File: src/rtl/rank_pkg.sv
// Shared definitions for the top-K rank scanner: default sizes,
// FSM state encoding and the working-list slot record.
package rank_pkg;

    localparam int RANK_M     = 64;
    localparam int RANK_WIDTH = 16;
    localparam int RANK_K     = 10;
    localparam int RANK_IDW   = 6;

    typedef enum logic [1:0] {
        IDLE = 2'd0,
        SCAN = 2'd1,
        FIN  = 2'd2
    } state_t;

    // One entry of the working list. The valid flag is clear for an empty slot.
    typedef struct packed {
        logic                  valid;
        logic [RANK_WIDTH-1:0] val;
        logic [RANK_IDW-1:0]   id;
    } slot_t;

endpackage

File: src/rtl/rank_insert_slot.sv
// Single cell of the sorted working list. Each cycle it either accepts the
// incoming entry, inherits the entry from the slot above (shift down) or holds.
module rank_insert_slot
    import rank_pkg::*;
(
    input  slot_t                 i_self,
    input  slot_t                 i_above,
    input  logic                  i_aboveWins,
    input  logic [RANK_WIDTH-1:0] i_newVal,
    input  logic [RANK_IDW-1:0]   i_newId,
    output logic                  o_wins,
    output slot_t                 o_next
);

    logic w_wins;

    // An empty slot loses to anything; a filled slot loses only to a strictly
    // larger value, which keeps equal values in ascending ID order.
    always_comb begin
        w_wins = (!i_self.valid) || (i_self.val < i_newVal);
    end

    // The list is descending with empties at the bottom, so once a slot wins every
    // slot below wins too. The first winner takes the new entry; the ones below shift.
    always_comb begin
        o_next = i_self;
        if (i_aboveWins) begin
            o_next = i_above;
        end else if (w_wins) begin
            o_next.valid = 1'b1;
            o_next.val   = i_newVal;
            o_next.id    = i_newId;
        end
    end

    assign o_wins = w_wins;

endmodule

File: src/rtl/rank_topk_scanner.sv
// Sequential top-K selector. It snapshots M node values on start, inserts one node
// per clock into a K-entry sorted list and publishes the list when the scan ends.
// The slot record width is taken from rank_pkg, so WIDTH and IDW must match it.
module rank_topk_scanner
    import rank_pkg::*;
#(
    parameter int M     = RANK_M,
    parameter int WIDTH = RANK_WIDTH,
    parameter int K     = RANK_K,
    parameter int IDW   = RANK_IDW
)
(
    input  logic                 clk,
    input  logic                 reset,
    input  logic                 start,
    input  logic [M*WIDTH-1:0]   vals,
    output logic                 busy,
    output logic                 done,
    output logic                 result_valid,
    output logic [K*WIDTH-1:0]   top_vals,
    output logic [K*IDW-1:0]     top_ids
);

    state_t               r_state;
    state_t               w_nextState;
    logic [M*WIDTH-1:0]   r_snap;
    logic [IDW-1:0]       r_idx;
    slot_t                r_slots     [K];
    slot_t                w_nextSlots [K];
    logic                 w_wins      [K];
    logic [WIDTH-1:0]     w_newVal;
    logic                 r_busy;
    logic                 r_done;
    logic                 r_resultValid;
    logic [K*WIDTH-1:0]   r_topVals;
    logic [K*IDW-1:0]     r_topIds;

    assign w_newVal = r_snap[int'(r_idx)*WIDTH +: WIDTH];

    // One list cell per rank; cell 0 has nothing above it.
    for (genvar g = 0; g < K; g++) begin : g_slot
        slot_t w_above;
        logic  w_aboveWins;
        if (g == 0) begin : g_head
            assign w_above     = '0;
            assign w_aboveWins = 1'b0;
        end else begin : g_body
            assign w_above     = r_slots[g-1];
            assign w_aboveWins = w_wins[g-1];
        end
        rank_insert_slot u_slot (
            .i_self      (r_slots[g]),
            .i_above     (w_above),
            .i_aboveWins (w_aboveWins),
            .i_newVal    (w_newVal),
            .i_newId     (r_idx),
            .o_wins      (w_wins[g]),
            .o_next      (w_nextSlots[g])
        );
    end

    // FSM state register.
    always_ff @(posedge clk) begin
        if (reset) begin
            r_state <= IDLE;
        end else begin
            r_state <= w_nextState;
        end
    end

    // Next-state logic: idle until start, scan M nodes, spend one cycle publishing.
    always_comb begin
        w_nextState = r_state;
        case (r_state)
            IDLE:    if (start) w_nextState = SCAN;
            SCAN:    if (r_idx == IDW'(M-1)) w_nextState = FIN;
            FIN:     w_nextState = IDLE;
            default: w_nextState = IDLE;
        endcase
    end

    // Datapath: snapshot on accept, insert one node per SCAN cycle, publish in FIN.
    always_ff @(posedge clk) begin
        if (reset) begin
            r_snap        <= '0;
            r_idx         <= '0;
            r_busy        <= 1'b0;
            r_done        <= 1'b0;
            r_resultValid <= 1'b0;
            r_topVals     <= '0;
            r_topIds      <= '0;
            for (int k = 0; k < K; k++) begin
                r_slots[k] <= '0;
            end
        end else begin
            r_done <= 1'b0;
            case (r_state)
                IDLE: begin
                    if (start) begin
                        r_snap <= vals;
                        r_idx  <= '0;
                        r_busy <= 1'b1;
                        for (int k = 0; k < K; k++) begin
                            r_slots[k] <= '0;
                        end
                    end
                end
                SCAN: begin
                    r_slots <= w_nextSlots;
                    r_idx   <= r_idx + 1'b1;
                end
                FIN: begin
                    for (int k = 0; k < K; k++) begin
                        r_topVals[k*WIDTH +: WIDTH] <= r_slots[k].val;
                        r_topIds[k*IDW +: IDW]      <= r_slots[k].id;
                    end
                    r_done        <= 1'b1;
                    r_resultValid <= 1'b1;
                    r_busy        <= 1'b0;
                end
                default: begin
                end
            endcase
        end
    end

    assign busy         = r_busy;
    assign done         = r_done;
    assign result_valid = r_resultValid;
    assign top_vals     = r_topVals;
    assign top_ids      = r_topIds;

endmodule

File: config.mk
export PLATFORM = sky130hd
export DESIGN_NAME = rank_topk_scanner
export DESIGN_NICKNAME = d
export VERILOG_FILES = /design/src/rtl/rank_pkg.sv /design/src/rtl/rank_insert_slot.sv /design/src/rtl/rank_topk_scanner.sv
export SDC_FILE = /design/constraint.sdc
export NUM_CORES = 2
export LEC_CHECK = 0
export ABC_AREA = 1
export CAP_MARGIN = 20
export CORE_AREA = 2 2 493 495
export CTS_CLUSTER_DIAMETER = 200
export DETAILED_ROUTE_END_ITERATION = 10
export DIE_AREA = 0 0 495 497
export SYNTH_ARGS = -nofsm -noshare
export SYNTH_HDL_FRONTEND = slang
export SYNTH_SLANG_ARGS = --single-unit
File: constraint.sdc
create_clock -name clk -period 11.95 [get_ports clk]
set_input_delay 2.39 -clock clk [delete_from_list [all_inputs] [get_ports clk]]
set_output_delay 2.39 -clock clk [all_outputs]
set_load 0.01 [all_outputs]
==> reports/metrics.cfg <==
[synth]
yosysWarnings = 0
syn_avg_cell_area_um2 = 6.85
synthCells = 9910
synth_nets = 11100
ys_ff_latch = 1485
ys_seq_area_share_pct = 43.8
ys.flop_type = dfxtp_1
synth_edf_count = 0
synth-async-reset-ratio_pct = 0
synth.cell_area_mm2 = 0.0679
yosysUniqueCellTypes = 43

[sta]
slew_headroom_pct = 13.3
setup_viol = 0
tightest_slew_ns = 1.29
fin_worst_skew_ns = 0.0672
min_period_over_period_pct = 63.7
slew_violations = 0
setup-tns-final_ns = 0
finalCriticalPeriod_ns = 7.61
fmax_mhz = 131
final-hold-violation-count = 0
rsz0062_at_grt = no

[floorplan]
coreArea_mm2 = 0.240
start_util_pct = 28.3
die_w_um = 495
ios = 1250
die_area_mm2 = 0.246
row_count = 180
die_y_um = 497

[critical_path]
cp_data_required_time_ns = 12.73
cp_max_fo = 58
arrival_ns = 8.40
start_kind = register
crit_type = reg2reg
end_kind = register

[routing]
via_per_inst = 5.09
drtIter0Drc = 6972
ant_nets = 0
dr_total_vias = 71400
wl_per_cell_um = 24.7
drt-pass1-iter-count = 6
routed_wl_um = 346000
drc = 0

[global_routing]
grt_max_degree = 231
met3_usage_pct = 4.02
gr-total-overflow = 0
grt_busiest_layer = met2
gr-usage-all-layers_pct = 26.8
met2_usage_pct = 44.5
grt_pass1_vias = 66300
grtUsageMet1_pct = 31.9
antenna_found_initial = 127
grt_pass1_wl_um = 481000

[placed_design]
place_hpwl_um = 256000
gp_congestion = 0.926
placed_cell_area_mm2 = 0.0819
dpl.cell_count = 13600
numPortBuffers = 1249

[clock_network]
cts-root-buf = clkbuf_16
htree_levels = 4
cts_resized = 0
cts_setup_buffers = 0
hold_buffers = 0
cts-buffers-inserted = 171
cts_sinks = 1485
cts_tree = done
cts_buffer_depth = 3
clk_pin_slew_ns = 0.06
clock_latency_ns = 0.85

[flow_run]
max-cap-violations = 0

[pwr]
p_comb_share_pct = 25.6
p_sw_share_pct = 34.9
p_int_uw = 9790
ir_drop_mv = 0.121
power.density_mw_per_mm2 = 171
seq_power_share_pct = 38.3
p_clk_share_pct = 36.1
leakage_uw = 0.0353
p_switching_uw = 5250

[cells_and_area]
drive_gt1_share_pct = 3.98
final_cells = 14000
area_delta_synth_final_pct = 29.4
fin_area_mm2 = 0.0878
nNetsFinal = 11800

[outcome]
status = complete, no violations

[min_path]
hold_path_class = reg2reg

## flip-flops by register name, summed over array words and instances, names as in the netlist
name,cells
r_snap,1024
g_slot.w_above,207
top_vals,160
top_ids,60
r_slots,23
r_idx,6
r_state,2
busy,1
done,1
result_valid,1
## synth_stat cells, types with 9 or more instances
cell type	n	share of area, %
nor2_1	2900	16
o21ai_0	1808	13
dfxtp_1	1485	44
nand2_1	965	5.3
nand3_1	774	5.7
clkbuf_1	608	3.4
inv_1	382	2.1
o22ai_1	251	2.3
a21oi_1	192	1.4
ha_1	151	2.8
buf_2	105	0.77
buf_1	42	0.23
o221ai_1	41	0.53
buf_4	26	0.29
inv_2	20	0.11
buf_6	19	0.32
nand2_2	18	0.17
o211ai_1	18	0.20
a211oi_1	17	0.19
nand2_4	14	0.23
nor3_1	11	0.081
o21ai_1	9	0.066
## critical path: stages, from the launching register on
cell and delay (ns):
dfxtp_4 0.78, inv_8 0.33, buf_4 0.44, o21ai_0 0.15
o22ai_1 0.13, o21ai_0 0.94, o221ai_1 0.20, o211ai_1 0.35
nand2_1 0.34, inv_2 0.53, ha_1 0.21, nand4_1 0.11
o221a_2 0.26, nand2_1 0.71, nand2_2 0.46, nand2_4 0.58
nand2_2 0.39, inv_1 0.27, nor2_1 0.09, nor2_1 0.08
## stage by stage
step	total power [uW]	utilization, %	hold WS, ns	setup WS [ns]
2_1_floorplan	8040	-	0.419	8.08
6_report	15000	36.6	0.455	4.34
3_3_place_gp	9650	34.1	0.444	3.81
4_1_cts	15100	36.5	0.455	4.33
3_5_place_dp	9680	34.1	0.447	4.34
5_1_grt	15700	36.6	0.477	3.84
## per-layer routing
| layer | part of all wire (%) | routed length, um |
|---|---|---|
| met4 | 7.0 | 24200 |
| met5 | 0.042 | 146 |
| met1 | 39 | 135000 |
| met3 | 6.2 | 21300 |
| met2 | 48 | 165000 |
## placed cells by master (no fill, tap or decap), types with 4 or more instances in the layout
cell                n
clkinv_2           20
dfxtp_1          1480
nand2_2            18
a21oi_1           192
inv_16              6
buf_12             12
nand3_1           773
clkbuf_16         172
inv_6               7
clkbuf_1           42
buf_4              75
clkinv_16           5
clkdlybuf4s50_1  1248
clkinvlp_4         10
diode_2            85
nand4_1             7
nor3_1             11
nand2_1           965
dfxtp_4             4
o32ai_1             8
nand2_4            14
clkbuf_8           36
o221ai_1           41
o211ai_1           18
inv_2              19
clkinv_4            4
inv_1             379
o21ai_1             9
o221a_2             5
o22ai_1           251
nor2_1           2898
a211oi_1           17
bufinv_16          10
o21ai_0          1808
ha_1              151
## cell families (layout without fill, tap and decap cells)
kind of cell,after synthesis,count (layout),share of synthesized area [%]
and+or+nand+nor,4701,4701,27.8
AOI/OAI and AO/OA,2365,2365,18.4
DFF,1485,1485,43.8
buffers and inverters,1208,2050,7.24
adders and majority gates,151,151,2.78
other,0,85,0
## power by group through the flow
stage	Sequential (uW)	Combinational (uW)	Clock [uW]
2_1_floorplan	5730	2310	0
3_3_place_gp	5850	3800	0
3_5_place_dp	5850	3830	0
4_1_cts	5750	3840	5510
5_1_grt	5800	4220	5710
6_report	5760	3850	5430
## final timing paths
kind / slack (ns) / to / cells after the start / start
worst max-delay path: 4.34 / g_slot[3].w_above[3] / 19 / r_idx[1]
worst max register to register: 4.34 / g_slot[3].w_above[3] / 19 / r_idx[1]
worst min-delay path: 0.45 / r_snap[448] / 2 / r_snap[448]
worst min register to register: 0.45 / r_snap[448] / 2 / r_snap[448]
## area by class of cell
| cell class | count | area [um^2] |
|---|---|---|
| Antenna cell | 85 | 213 |
| Clock buffer | 250 | 4960 |
| Clock inverter | 57 | 791 |
| Fill cell | 26100 | 152000 |
| Inverter | 407 | 1580 |
| Multi-Input combinational cell | 7217 | 33200 |
| Sequential cell | 1485 | 29700 |
| Tap cell | 3185 | 3990 |
| Timing Repair Buffer | 1336 | 13300 |
No activity file was read; power rests on OpenSTA's default activity.
